--- src/rtl/memory_access_unit_if.sv ---
// Memory-side req/ack bus between the MAR/MDR sequencer and the external memory wrapper.
interface memory_access_unit_if;
    logic [15:0] mem_addr;
    logic [15:0] mem_wdata;
    logic        mem_we;
    logic        mem_req;
    logic [15:0] mem_rdata;
    logic        mem_ack;

    modport master (
        output mem_addr, mem_wdata, mem_we, mem_req,
        input  mem_rdata, mem_ack
    );

    modport slave (
        input  mem_addr, mem_wdata, mem_we, mem_req,
        output mem_rdata, mem_ack
    );
endinterface

--- src/rtl/memory_access_unit.sv ---
// LC-3 MAR/MDR sequencer: latches bus values, runs one req/ack memory access,
// returns read data in MDR and pulses ready (with err on timeout).
module memory_access_unit #(
    parameter int MAX_WAIT = 15,
    parameter int WAIT_W   = 8
) (
    input  logic                  i_clk,
    input  logic                  i_rst,
    input  logic [15:0]           i_bus_in,
    input  logic                  i_ld_mar,
    input  logic                  i_ld_mdr,
    input  logic                  i_mem_en,
    input  logic                  i_r_w,
    output logic [15:0]           o_mar_out,
    output logic [15:0]           o_mdr_out,
    output logic                  o_ready,
    output logic                  o_err,
    output logic                  o_busy,
    memory_access_unit_if.master  mem
);
    typedef enum logic [1:0] {S_IDLE, S_ACCESS, S_DONE} state_t;

    localparam logic [WAIT_W-1:0] LP_MAX_WAIT = WAIT_W'(MAX_WAIT);

    state_t            r_state, w_state_nxt;
    logic [15:0]       r_mar, r_mdr, r_mem_addr, r_mem_wdata;
    logic              r_mem_we, r_mem_req, r_ready, r_err, r_timed_out;
    logic [WAIT_W-1:0] r_wait;
    logic              w_ack, w_timeout;

    assign w_ack     = (r_state == S_ACCESS) && mem.mem_ack;
    assign w_timeout = (r_state == S_ACCESS) && !mem.mem_ack && (r_wait == LP_MAX_WAIT);

    always_ff @(posedge i_clk) begin
        if (i_rst) r_state <= S_IDLE;
        else       r_state <= w_state_nxt;
    end

    always_comb begin
        w_state_nxt = r_state;
        case (r_state)
            S_IDLE:   if (i_mem_en) w_state_nxt = S_ACCESS;
            S_ACCESS: if (w_ack || w_timeout) w_state_nxt = S_DONE;
            S_DONE:   w_state_nxt = S_IDLE;
            default:  w_state_nxt = S_IDLE;
        endcase
    end

    always_ff @(posedge i_clk) begin
        if (i_rst) begin
            r_mar       <= 16'h0000;
            r_mdr       <= 16'h0000;
            r_mem_addr  <= 16'h0000;
            r_mem_wdata <= 16'h0000;
            r_mem_we    <= 1'b0;
            r_mem_req   <= 1'b0;
            r_ready     <= 1'b0;
            r_err       <= 1'b0;
            r_timed_out <= 1'b0;
            r_wait      <= '0;
        end else begin
            r_ready <= 1'b0;
            r_err   <= 1'b0;
            case (r_state)
                S_IDLE: begin
                    if (i_ld_mar) r_mar <= i_bus_in;
                    if (i_ld_mdr) r_mdr <= i_bus_in;
                    if (i_mem_en) begin
                        // Forward a same-cycle MAR/MDR load straight onto the memory bus
                        r_mem_addr  <= i_ld_mar ? i_bus_in : r_mar;
                        r_mem_wdata <= i_ld_mdr ? i_bus_in : r_mdr;
                        r_mem_we    <= i_r_w;
                        r_mem_req   <= 1'b1;
                        r_wait      <= '0;
                        r_timed_out <= 1'b0;
                    end
                end
                S_ACCESS: begin
                    if (w_ack) begin
                        if (!r_mem_we) r_mdr <= mem.mem_rdata;
                        r_mem_req <= 1'b0;
                        r_mem_we  <= 1'b0;
                    end else if (w_timeout) begin
                        r_mem_req   <= 1'b0;
                        r_mem_we    <= 1'b0;
                        r_timed_out <= 1'b1;
                    end else begin
                        r_wait <= r_wait + 1'b1;
                    end
                end
                S_DONE: begin
                    r_ready <= 1'b1;
                    r_err   <= r_timed_out;
                end
                default: ;
            endcase
        end
    end

    assign o_mar_out     = r_mar;
    assign o_mdr_out     = r_mdr;
    assign o_ready       = r_ready;
    assign o_err         = r_err;
    assign o_busy        = (r_state != S_IDLE);
    assign mem.mem_addr  = r_mem_addr;
    assign mem.mem_wdata = r_mem_wdata;
    assign mem.mem_we    = r_mem_we;
    assign mem.mem_req   = r_mem_req;
endmodule

--- src/flat_wrapper.sv ---
// flat-port wrapper written by rule: the top's interface ports become plain ports
module memory_access_unit_flat 
#(
    parameter int MAX_WAIT = 15,
    parameter int WAIT_W   = 8
)
  (i_clk, i_rst, i_bus_in, i_ld_mar, i_ld_mdr, i_mem_en, i_r_w, o_mar_out, o_mdr_out, o_ready, o_err, o_busy, mem_mem_addr, mem_mem_wdata, mem_mem_we, mem_mem_req, mem_mem_rdata, mem_mem_ack);
  memory_access_unit_if mem_i ();
  input  logic i_clk;
  input  logic i_rst;
  input  logic [15:0] i_bus_in;
  input  logic i_ld_mar;
  input  logic i_ld_mdr;
  input  logic i_mem_en;
  input  logic i_r_w;
  output logic [15:0] o_mar_out;
  output logic [15:0] o_mdr_out;
  output logic o_ready;
  output logic o_err;
  output logic o_busy;
  output wire logic [$bits(mem_i.mem_addr)-1:0] mem_mem_addr;
  output wire logic [$bits(mem_i.mem_wdata)-1:0] mem_mem_wdata;
  output wire logic [$bits(mem_i.mem_we)-1:0] mem_mem_we;
  output wire logic [$bits(mem_i.mem_req)-1:0] mem_mem_req;
  input wire logic [$bits(mem_i.mem_rdata)-1:0] mem_mem_rdata;
  input wire logic [$bits(mem_i.mem_ack)-1:0] mem_mem_ack;
  assign mem_mem_addr = mem_i.mem_addr;
  assign mem_mem_wdata = mem_i.mem_wdata;
  assign mem_mem_we = mem_i.mem_we;
  assign mem_mem_req = mem_i.mem_req;
  assign mem_i.mem_rdata = mem_mem_rdata;
  assign mem_i.mem_ack = mem_mem_ack;
  memory_access_unit #(.MAX_WAIT(MAX_WAIT), .WAIT_W(WAIT_W)) u_core (.i_clk(i_clk), .i_rst(i_rst), .i_bus_in(i_bus_in), .i_ld_mar(i_ld_mar), .i_ld_mdr(i_ld_mdr), .i_mem_en(i_mem_en), .i_r_w(i_r_w), .o_mar_out(o_mar_out), .o_mdr_out(o_mdr_out), .o_ready(o_ready), .o_err(o_err), .o_busy(o_busy), .mem(mem_i));
endmodule
--- config.mk ---
export PLATFORM = sky130hd
export DESIGN_NAME = memory_access_unit_flat
export DESIGN_NICKNAME = d
export VERILOG_FILES = /design/src/rtl/memory_access_unit_if.sv /design/src/rtl/memory_access_unit.sv /design/src/flat_wrapper.sv
export SDC_FILE = /design/constraint.sdc
export NUM_CORES = 1
export LEC_CHECK = 0
export ABC_CLOCK_PERIOD_IN_PS = 1350
export BUFFER_PORTS_ARGS = -buffer_cell sky130_fd_sc_hd__buf_2
export CAP_MARGIN = 40
export CORE_ASPECT_RATIO = 0.8
export CORE_MARGIN = 2
export CORE_UTILIZATION = 46
export CTS_CLUSTER_SIZE = 12
export DETAILED_ROUTE_END_ITERATION = 16
export PLACE_DENSITY = 0.76
export SKIP_LAST_GASP = 1
export SLEW_MARGIN = 40
export SYNTH_ARGS = -nofsm -noshare
export SYNTH_HDL_FRONTEND = slang
export SYNTH_SLANG_ARGS = --single-unit
--- constraint.sdc ---
create_clock -name i_clk -period 1.35 [get_ports i_clk]
set_input_delay 0.135 -clock i_clk [delete_from_list [all_inputs] [get_ports i_clk]]
set_output_delay 0.135 -clock i_clk [all_outputs]
set_load 0.03 [all_outputs]
# Yosys cells after proc, flatten, opt, wreduce, memory -nomap -nowiden
# Index checks and enable logic that the tools add are counted.
# classes
add_sub_neg	1
eq_ne	11
muxes	23
bitwise_logic	1
n_reduce_logical	15
# op_table
operator	n
$mux W16	4
$pmux W16 S2	1
$mux W8	3
$pmux W8 S2	1
$ne A2 B2 Y1 const B	5
$add A8 B1 Y8 const B	1
$eq A8 B4 Y1 const B	1
$mux W1	8
$reduce_and A4 Y1	2
$pmux W1 S2	3
$reduce_and A3 Y1	2
$mux W2	2
$ne A2 B1 Y1 const B	2
$pmux W2 S2	1
$reduce_and A2 Y1	2
$reduce_bool A2 Y1	2
$logic_and A1 B1 Y1	3
$ne A3 B1 Y1 const B	1
$eq A2 B1 Y1 const B	1
$eq A2 B2 Y1 const B	1
$logic_not A2 Y1	1
$reduce_or A2 Y1	1
$logic_not A1 Y1	1
$logic_or A1 B1 Y1	1
$not A1 Y1	1
# totals
ff_bits	79
input_bits	39
output_inout_bits	69
word_cells	62

# Longest topological paths before layout
# Gate-level depths: netlist (run 1).
# depth
depth_word	6
depth_mapped	8
ltp_nobuf	5

# Worst setup path after synthesis (run 1)
# OpenSTA, ideal clock, no wires.
# synth_timing
path_type	register to register
startpoint	register u_core.r_wait[0]
endpoint	register u_core.r_wait[3]
setup_ns	0.115
t_arrival_ns	1.363
required_time_ns	1.235
path_slack_ns	-0.129
stages_incl_launch_ff	7
n_path_buf	1
period_less_slack_ns	1.479
cell_sequence	dfxtp_1 -> ha_1 -> and3_1 -> buf_2 -> a2111oi_2 -> xnor2_1 -> nor2_1
# synth_via
elab_chain_cells	4
elab_cells_between_ends	8
classes_between	add/sub (1); eq/ne (2); mux (3); reduce/logical (2)
# synth_rtl
element	line_no	source
from (decl)	memory_access_unit.sv:28	logic [WAIT_W-1:0] r_wait;
from (signal assigned)	memory_access_unit.sv:88	r_wait <= r_wait + 1'b1;
$add A8 B1 Y8 / $eq A8 B4 Y1 (equally long branches)	memory_access_unit.sv:88, memory_access_unit.sv:32	
$mux W8 / $logic_and A1 B1 Y1 (equally long branches)	memory_access_unit.sv:83, memory_access_unit.sv:32	
$mux W8 / $ne A2 B2 Y1 (equally long branches)	n/a	
$pmux W8 S2 / $reduce_and A4 Y1 (equally long branches)	n/a	
# Several ways; a longest one is shown, not always the timed one. The select of a mux whose other input is x is not followed.
# A chain may end at the register's enable or synchronous reset.

# Worst setup path in the final report (run 1)
# layout_timing
startpoint	register u_core.r_wait[0]
endpoint	register u_core.r_wait[7]
# Same word-level chain as after synthesis.

==> results of run 1 <==
[placed cells by master, fill, tap and decap left out, types with 5 or more instances in the layout]
master	n
nor2_1	33
a21oi_1	37
nor2b_1	16
mux2i_1	32
a211oi_1	14
dfxtp_1	72
buf_4	31
a211oi_2	18
clkbuf_8	10
buf_12	8
buf_6	8
nand2_1	36
buf_2	106
a22o_1	16
dfxtp_2	5
[power by group through the flow]
| stage | sequential, uW | combinational, uW | clock, uW |
|---|---|---|---|
| final | 2640 | 1570 | 1980 |
| after CTS | 2630 | 1500 | 2010 |
| after floorplan | 3020 | 521 | 0 |
| after global routing | 2660 | 1660 | 2100 |
| after detailed placement | 2680 | 1300 | 0 |
| after global placement | 2680 | 1280 | 0 |
[worst max path at each step]
stage / from / to / slack (ns) / depth (start not counted)
CTS: u_core.r_wait[0] / u_core.r_wait[6] / -0.04 / 5
finish: u_core.r_wait[0] / u_core.r_wait[7] / -0.1 / 5
floorplan: u_core.r_wait[1] / u_core.r_wait[3] / -0.02 / 6
global placement: u_core.mem.mem_we / u_core.o_mdr_out[4] / -0.30 / 4
detailed placement: u_core.r_wait[0] / u_core.r_wait[6] / -0.22 / 5
global route: u_core.r_wait[0] / u_core.r_wait[6] / -0.12 / 5
[flip-flops by register name, summed over array words and instances (netlist names)]
name                  count
u_core.o_ready            1
u_core.r_state            2
u_core.o_mar_out         16
u_core.r_wait             8
u_core.o_err              1
u_core.mem.mem_req        1
u_core.mem.mem_addr      16
u_core.mem.mem_wdata     16
u_core.mem.mem_we         1
u_core.o_mdr_out         16
u_core.r_timed_out        1
[Yosys cell counts (2+ instances only)]
library cell / number / share of area
buf_2: 18 / 0.027
or2_1: 2 / 0.0037
buf_6: 2 / 0.0066
xnor2_1: 2 / 0.0052
a21oi_1: 39 / 0.058
or3_1: 2 / 0.0037
nor2_1: 40 / 0.044
a211oi_1: 32 / 0.071
nand2b_1: 4 / 0.0074
inv_1: 4 / 0.0044
nand3_1: 5 / 0.0074
nand4_1: 2 / 0.0037
and2_1: 4 / 0.0074
dfxtp_1: 79 / 0.47
nor2b_1: 16 / 0.030
clkbuf_1: 10 / 0.011
nand2_1: 36 / 0.040
a22o_1: 16 / 0.041
o21ai_0: 3 / 0.0044
a31oi_1: 4 / 0.0074
a2111oi_2: 2 / 0.0089
mux2i_1: 32 / 0.095
[routing by layer]
metal	share of wire	track usage	wire length [um]
met5	0	0	0
met4	0.022	0.0671	240
met3	0.064	0.0534	697
met2	0.48	0.424	5180
met1	0.43	0.322	4690
[critical path, stage by stage, from the launching register on]
cell	delay, ns
dfxtp_2	0.38
buf_6	0.12
nand4_1	0.12
or2_1	0.27
or3_4	0.34
a21oi_2	0.14
[layout make-up]
type | instances | area [um^2]
repair buffers | 158 | 1120
well taps | 87 | 109
clock inverters | 6 | 91.3
multi-input cells | 256 | 1840
flip-flops and latches | 79 | 1600
fillers | 517 | 2080
inverters | 4 | 15.0
clock buffers | 10 | 138
[cells by family after synthesis]
| group | after synthesis | synth area share |
|---|---|---|
| AOI/OAI and AO/OA | 100 | 0.201 |
| xor gates and xnor gates | 2 | 0.00517 |
| adders and majority gates | 1 | 0.00369 |
| and+or+nand+nor | 121 | 0.178 |
| DFF | 79 | 0.467 |
| muxes | 32 | 0.0945 |
| buffers and inverters | 35 | 0.0510 |
[metrics by stage]
stage | instances | cell area, um^2 | setup slack [ns] | hold slack, ns
after floorplan | 370 | 3430 | -0.0235 | 0.271
after global placement | 560 | 4160 | -0.299 | 0.403
after detailed placement | 560 | 4160 | -0.222 | 0.407
after CTS | 592 | 4740 | -0.0438 | 0.0479
after global routing | 600 | 4910 | -0.116 | 0.0483
final | 600 | 4910 | -0.0962 | 0.0521
[timing repair]
item / in CTS / in global routing
endpoints found under the setup margin: 76 / 65
buffers inserted: 11 / 11
gates resized for setup: 29 / 35
cloned: 5 / 1
pin swaps: 25 / 12
==> results.sh, run 1 <==
export IMPL_cts_tree="done"
export IMPL_min_path_type="in -> reg"
export IMPL_die_h_um=80.8
export IMPL_regToRegEndpoint="u_core.r_wait[7]"
export IMPL_rrSetupSlack_ns=-0.1
export IMPL_rows=27
export IMPL_worst_slack_ns=-0.0962
export IMPL_routed_via_density=5.66
export IMPL_syn_inst=370
export IMPL_cts_max_level=3
export IMPL_clk_latency_ns=0.34
export IMPL_start_kind="flop"
export IMPL_io_pins=108
export IMPL_port_buffers=107
export IMPL_synth_seq_cells=79
export IMPL_seq_power_share=0.427
export IMPL_synth_flop_cell="dfxtp_1"
export IMPL_vias=3394
export IMPL_rr_startpoint="u_core.r_wait[0]"
export IMPL_fin_tns_setup_ns=-0.902
export IMPL_drc=0
export IMPL_yosysSeqAreaShare=0.467
export IMPL_p_clk_frac=0.319
export IMPL_rsz0062_at_grt="true"
export IMPL_finalCriticalPeriod_ns=1.45
export IMPL_cellLeakagePower_uw=0.00222
export IMPL_cts_buffers=9
export IMPL_violations="negative setup slack"
export IMPL_critPathMaxFanout=3
export IMPL_diodes=0
export IMPL_synth_warnings=0
export IMPL_grt_max_degree=28
export IMPL_status="finished with violations"
export IMPL_switching_share=0.317
export IMPL_routedWlPerCell_um=18.0
export IMPL_synthToLayoutAreaGrowth_pct=44.9
export IMPL_final_hold_viol_count=0
export IMPL_root_buffer="clkbuf_8"
export IMPL_combPwrFrac=0.253
export IMPL_ir_worst_vdd_mv=0.649
export IMPL_cts_sinks=79
export IMPL_fmax_mhz=691
export IMPL_worstPathArrival_ns=1.71
export IMPL_worstHoldPathCells=3
export IMPL_worstSetupPathType="reg -> reg"
export IMPL_grt_usage=0.248
export IMPL_synth_edf_count=0
export IMPL_worst_pin_slew_ns=0.428
export IMPL_power_uw=6190
export IMPL_grt_overflow=0
export IMPL_p_sw_uw=1960
export IMPL_firstDrtPassIters=5
export IMPL_initial_utilization=0.485
export IMPL_ant_nets=0
export IMPL_wl_mm=10.8
export IMPL_slew_headroom=0.714
export IMPL_syn_area_per_cell_um2=9.16
export IMPL_min_delay_start="i_bus_in[5]"
export IMPL_ys_types=38
export IMPL_r2r_cells=5
export IMPL_power_internal_uw=4230
export IMPL_clockBufferDepth=2
export IMPL_drv_slew=0
export IMPL_ctsHoldBuffers=0
export IMPL_dieArea_um2=8070
export IMPL_grt_pass1_vias=3081
export IMPL_synth_async_sr_flop_share=0
export IMPL_grt_antenna_before_repair=0
export IMPL_hpwl_mm=6.62
export IMPL_chipWidth_um=100
export IMPL_whs_endpoint="u_core.o_mar_out[5]"
export IMPL_synthesis_area_um2=3390
export IMPL_core_um2=6990
export IMPL_num_nets_final=548
export IMPL_syn_num_nets=410
export IMPL_grt_pass1_wl_mm=15.7
export IMPL_drive_above_1_share=0.442
export IMPL_setup_viol=32
export IMPL_gp_congestion=0.850
export IMPL_cap_violations=0
export IMPL_final_util=0.702
export IMPL_dr_first_iter_drc_count=201
export IMPL_critPathRequiredTime_ns=1.61
export IMPL_critPathCaptureType="flop"
export IMPL_clk_pin_slew_ns=0.08
export IMPL_p_per_area_nw_per_um2=1260
export IMPL_skew_ns=0.00725
export IMPL_fin_crit_sh=1.07
Power figures use the tool's default switching activity.
==> run 2: changes to the inputs <==
--- a/config.mk
+++ b/config.mk
@@ -5,12 +5,12 @@
 export SDC_FILE = /design/constraint.sdc
 export NUM_CORES = 1
 export LEC_CHECK = 0
-export ABC_CLOCK_PERIOD_IN_PS = 1350
+export ABC_CLOCK_PERIOD_IN_PS = 1500
 export BUFFER_PORTS_ARGS = -buffer_cell sky130_fd_sc_hd__buf_2
 export CAP_MARGIN = 40
 export CORE_ASPECT_RATIO = 0.8
 export CORE_MARGIN = 2
-export CORE_UTILIZATION = 46
+export CORE_UTILIZATION = 48
 export CTS_CLUSTER_SIZE = 12
 export DETAILED_ROUTE_END_ITERATION = 16
 export PLACE_DENSITY = 0.76
==> constraint.sdc (replaced) <==
create_clock -name i_clk -period 1.5 [get_ports i_clk]
set_input_delay 0.15 -clock i_clk [delete_from_list [all_inputs] [get_ports i_clk]]
set_output_delay 0.15 -clock i_clk [all_outputs]
set_load 0.03 [all_outputs]
==> results.sh, run 2 (synthesis results as in run 1) <==
export IMPL_drc=0
export IMPL_fin_tns_setup_ns=0
export IMPL_chipWidth_um=97.9
export IMPL_core_um2=6860
export IMPL_min_path_type="in -> reg"
export IMPL_rows=27
export IMPL_power_uw=5580
export IMPL_skew_ns=0.00887
export IMPL_ctsHoldBuffers=0
export IMPL_routed_via_density=5.35
export IMPL_drive_above_1_share=0.346
export IMPL_cts_sinks=79
export IMPL_ir_worst_vdd_mv=1.01
export IMPL_cap_violations=0
export IMPL_initial_utilization=0.494
export IMPL_critPathMaxFanout=5
export IMPL_final_cell_mix="buf_2, dfxtp_1, nor2_1"
export IMPL_dieArea_um2=7750
export IMPL_critPathRequiredTime_ns=1.73
export IMPL_port_buffers=107
export IMPL_grt_pass1_wl_mm=14.4
export IMPL_slew_headroom=0.722
export IMPL_p_per_area_nw_per_um2=1270
export IMPL_cts_tree="done"
export IMPL_status="complete, no violations"
export IMPL_critPathCaptureType="flop"
export IMPL_firstDrtPassIters=4
export IMPL_regToRegEndpoint="u_core.r_wait[3]"
export IMPL_wl_mm=8.87
export IMPL_fmax_mhz=696
export IMPL_fin_crit_sh=0.957
export IMPL_worstHoldPathCells=3
export IMPL_finalCriticalPeriod_ns=1.44
export IMPL_root_buffer="clkbuf_8"
export IMPL_whs_endpoint="u_core.o_mar_out[7]"
export IMPL_gp_congestion=0.820
export IMPL_r2r_cells=6
export IMPL_grt_usage=0.232
export IMPL_final_common_cell="buf_2"
export IMPL_grt_pass1_vias=2953
export IMPL_worstPathArrival_ns=1.67
export IMPL_dr_first_iter_drc_count=129
export IMPL_grt_max_degree=41
export IMPL_synthToLayoutAreaGrowth_pct=30.1
export IMPL_start_kind="flop"
export IMPL_grt_antenna_before_repair=0
export IMPL_min_delay_start="i_bus_in[7]"
export IMPL_clk_pin_slew_ns=0.08
export IMPL_clk_latency_ns=0.34
export IMPL_clockBufferDepth=2
export IMPL_worst_pin_slew_ns=0.417
export IMPL_routedWlPerCell_um=15.4
export IMPL_vias=3077
export IMPL_cellLeakagePower_uw=0.00201
export IMPL_cts_max_level=3
export IMPL_diodes=0
export IMPL_worstSetupPathType="reg -> reg"
export IMPL_io_pins=108
export IMPL_rrSetupSlack_ns=0.06
export IMPL_die_h_um=79.1
export IMPL_ant_nets=0
export IMPL_final_hold_viol_count=0
export IMPL_final_util=0.643
export IMPL_hpwl_mm=6.48
export IMPL_grt_overflow=0
export IMPL_cts_buffers=9
export IMPL_setup_viol=0
export IMPL_drv_slew=0
export IMPL_num_nets_final=523
export IMPL_rr_startpoint="u_core.r_wait[5]"
-- run 2: changes by cell type in the layout (fill, tap and decap cells not counted), sizes merged --
cell and delta:
buf -24, clkbuf -2, clkinvlp +1, bufinv +2, clkinv -1, inv -1
-- run 2: worst max-delay path by stage --
stage | startpoint | depth (start not counted) | slack (ns) | endpoint
final | u_core.r_wait[5] | 6 | 0.06 | u_core.r_wait[3]
after global routing | u_core.r_wait[1] | 5 | -0.005 | u_core.r_wait[7]
after CTS | u_core.r_wait[4] | 4 | -0.05 | u_core.mem.mem_req
after detailed placement | u_core.r_wait[0] | 5 | -0.05 | u_core.r_wait[3]
after global placement | u_core.r_wait[0] | 5 | -0.01 | u_core.r_wait[3]
after floorplan | u_core.r_wait[0] | 6 | 0.02 | u_core.r_wait[3]
-- run 2: cell type report --
cell class	count	area (um^2)
multi-input combinational	256	1660
inverter	4	15.0
clock buffer	9	124
tap	87	109
timing repair buffer	133	763
fill	629	2450
clock inverter	7	145
sequential	79	1590
-- run 2: through the flow --
stage / cell area [um^2] / hold WS (ns) / setup WS [ns] / std cells
2_1_floorplan: 3390 / 0.286 / 0.0214 / 370
3_3_place_gp: 4080 / 0.413 / -0.0110 / 557
3_5_place_dp: 4080 / 0.421 / -0.0460 / 557
4_1_cts: 4380 / 0.0524 / -0.0462 / 573
5_1_grt: 4410 / 0.0574 / -0.00496 / 575
6_report: 4410 / 0.0641 / 0.0641 / 575
-- run 2: report_power, final --
group / switching, uW / total [uW] / internal (uW)
logic: 749 / 1160 / 406
clock network: 775 / 2050 / 1280
registers: 113 / 2380 / 2260
total: 1640 / 5580 / 3950
-- run 2: metal layers --
metal / wire length, um / share of wire / track usage / up-vias
met2: 4150 / 0.47 / 0.379 / 114
met5: 0 / 0 / 0 / -
met1: 4010 / 0.45 / 0.303 / 1421
li1: - / - / - / 1536
met3: 641 / 0.072 / 0.0704 / 6
met4: 59 / 0.0067 / 0.0528 / 0
-- run 2: worst max-delay path, cell delays in order, from the launching register on --
cell	delay (ns)
dfxtp_2	0.40
nor4_4	0.06
buf_4	0.16
buf_4	0.14
a2111oi_4	0.36
xnor2_1	0.16
nor2_1	0.05
-- run 2: timing repair --
action	CTS	global route
pin swaps	0	2
endpoints found under the setup margin	35	28
buffers inserted	0	2
resized for setup	7	9
==> run 3: changes to the inputs <==
--- a/config.mk
+++ b/config.mk
@@ -5,7 +5,7 @@
 export SDC_FILE = /design/constraint.sdc
 export NUM_CORES = 1
 export LEC_CHECK = 0
-export ABC_CLOCK_PERIOD_IN_PS = 1500
+export ABC_CLOCK_PERIOD_IN_PS = 1600
 export BUFFER_PORTS_ARGS = -buffer_cell sky130_fd_sc_hd__buf_2
 export CAP_MARGIN = 40
 export CORE_ASPECT_RATIO = 0.8
==> constraint.sdc (replaced) <==
create_clock -name i_clk -period 1.6 [get_ports i_clk]
set_input_delay 0.16 -clock i_clk [delete_from_list [all_inputs] [get_ports i_clk]]
set_output_delay 0.16 -clock i_clk [all_outputs]
set_load 0.03 [all_outputs]
==> results.sh, run 3 (synthesis results as in run 1) <==
export IMPL_dr_first_iter_drc_count=78
export IMPL_r2r_cells=4
export IMPL_cap_violations=0
export IMPL_min_path_type="in -> reg"
export IMPL_ant_nets=0
export IMPL_root_buffer="clkbuf_8"
export IMPL_cts_buffers=9
export IMPL_die_h_um=79.1
export IMPL_wl_mm=8.57
export IMPL_cellLeakagePower_uw=0.00196
export IMPL_worst_pin_slew_ns=0.660
export IMPL_cp_cell_sequence="nand2b_1, a21oi_1, and2_1, a22o_1"
export IMPL_critPathCaptureType="flop"
export IMPL_final_util=0.622
export IMPL_max_stage_delay_ns=0.58
export IMPL_cts_sinks=79
export IMPL_setup_viol=0
export IMPL_final_cell_mix="buf_2, dfxtp_1, nor2_1"
export IMPL_drive_above_1_share=0.322
export IMPL_grt_usage=0.224
export IMPL_clockBufferDepth=2
export IMPL_diodes=0
export IMPL_skew_ns=0.00838
export IMPL_drv_slew=0
export IMPL_grt_overflow=0
export IMPL_ir_worst_vdd_mv=0.487
export IMPL_grt_pass1_wl_mm=13.8
export IMPL_drc=0
export IMPL_worst_path_dominant_cell_family="simple AND/OR/NAND/NOR gates"
export IMPL_routed_via_density=5.33
export IMPL_worstHoldPathCells=3
export IMPL_slowest_stage="and2_1"
export IMPL_dieArea_um2=7750
export IMPL_io_pins=108
export IMPL_power_uw=4780
export IMPL_clk_pin_slew_ns=0.08
export IMPL_fmax_mhz=650
export IMPL_num_nets_final=517
export IMPL_worst_hold_slack_ns=0.0751
export IMPL_grt_pass1_vias=2813
export IMPL_synthToLayoutAreaGrowth_pct=25.8
export IMPL_chipWidth_um=97.9
export IMPL_ff_latch_area_um2=1580
export IMPL_grt_antenna_before_repair=0
export IMPL_multi_input_area_um2=1640
export IMPL_worstPathBufferInverterCount=0
export IMPL_worstPathArrival_ns=1.82
export IMPL_critPathMaxFanout=16
export IMPL_fin_area_um2=4260
export IMPL_hpwl_mm=6.22
export IMPL_rr_startpoint="u_core.mem.mem_we"
export IMPL_dpl_cell_area_um2=4040
export IMPL_cts_max_level=3
export IMPL_firstDrtPassIters=4
export IMPL_status="complete, no violations"
export IMPL_p_per_area_nw_per_um2=1120
export IMPL_initial_utilization=0.494
export IMPL_port_buffers=107
export IMPL_rsz0062_at_grt="true"
export IMPL_cts_tree="done"
export IMPL_finalCriticalPeriod_ns=1.54
export IMPL_final_hold_viol_count=0
export IMPL_final_common_cell="buf_2"
export IMPL_rows=27
export IMPL_slew_headroom=0.560
export IMPL_routedWlPerCell_um=15.1
export IMPL_fin_tns_setup_ns=0
export IMPL_core_um2=6860
export IMPL_rrSetupSlack_ns=0.06
export IMPL_ctsHoldBuffers=0
export IMPL_grt_max_degree=41
export IMPL_vias=3033
export IMPL_min_delay_start="i_bus_in[8]"
export IMPL_worstSetupPathType="reg -> reg"
export IMPL_start_kind="flop"
export IMPL_regToRegEndpoint="u_core.o_mdr_out[8]"
export IMPL_num_fill_cells=597
export IMPL_gp_congestion=0.834
export IMPL_fin_crit_sh=0.961
export IMPL_clk_latency_ns=0.34
export IMPL_whs_endpoint="u_core.o_mar_out[8]"
export IMPL_critPathRequiredTime_ns=1.88
==> run 3: how the worst max path moves through the flow <==
stage	start	to	slack, ns	depth (start not counted)
detailed placement	u_core.r_state[0]	u_core.mem.mem_addr[7]	0.04	5
global route	u_core.r_state[0]	u_core.mem.mem_wdata[8]	-0.04	5
floorplan	u_core.r_wait[0]	u_core.r_wait[3]	0.12	6
global placement	u_core.r_state[0]	u_core.r_wait[4]	0.08	5
CTS	u_core.r_state[0]	u_core.o_mar_out[11]	0.006	4
finish	u_core.mem.mem_we	u_core.o_mdr_out[8]	0.06	4
==> run 3: routing by layer <==
metal,vias up,GRT usage,share of wire
met5,-,0,0
met4,0,0.0778,0.011
met3,9,0.0660,0.070
met2,111,0.345,0.44
met1,1387,0.300,0.48
li1,1526,-,-
==> run 3: area by class of cell <==
cell class | instances | area share
inverter | 4 | 0.00352
tap | 87 | 0.0255
clock inverter | 7 | 0.0182
clock buffer | 9 | 0.0290
timing repair buffer | 127 | 0.168
sequential | 79 | 0.371
multi-input combinational | 256 | 0.385
==> run 3: worst register-to-register path, delay by kind of cell (launching register included) <==
kind | cells | cell delay, ns
and+or+nand+nor | 2 | 0.72
DFF | 1 | 0.33
AOI/OAI and AO/OA | 2 | 0.44
==> run 3: power by group <==
| part | total (uW) | internal (uW) | switching [uW] | leakage (uW) |
|---|---|---|---|---|
| Sequential | 2220 | 2120 | 104 | 0.000650 |
| Combinational | 1060 | 370 | 692 | 0.00120 |
| Clock | 1490 | 737 | 758 | 0.000101 |
==> run 3: timing repair <==
action                                 in CTS  in global routing
pin swaps                                   0                  0
endpoints found under the hold margin       0                  0
buffers inserted                            0                  1
setup endpoints to repair                   1                 34
gates resized for setup                     1                  3
==> run 3: through the flow <==
stage / std cells / setup slack, ns
after global routing: 569 / -0.0413
after CTS: 568 / 0.00635
after floorplan: 370 / 0.121
final: 569 / 0.0621
after detailed placement: 552 / 0.0353
after global placement: 552 / 0.0819
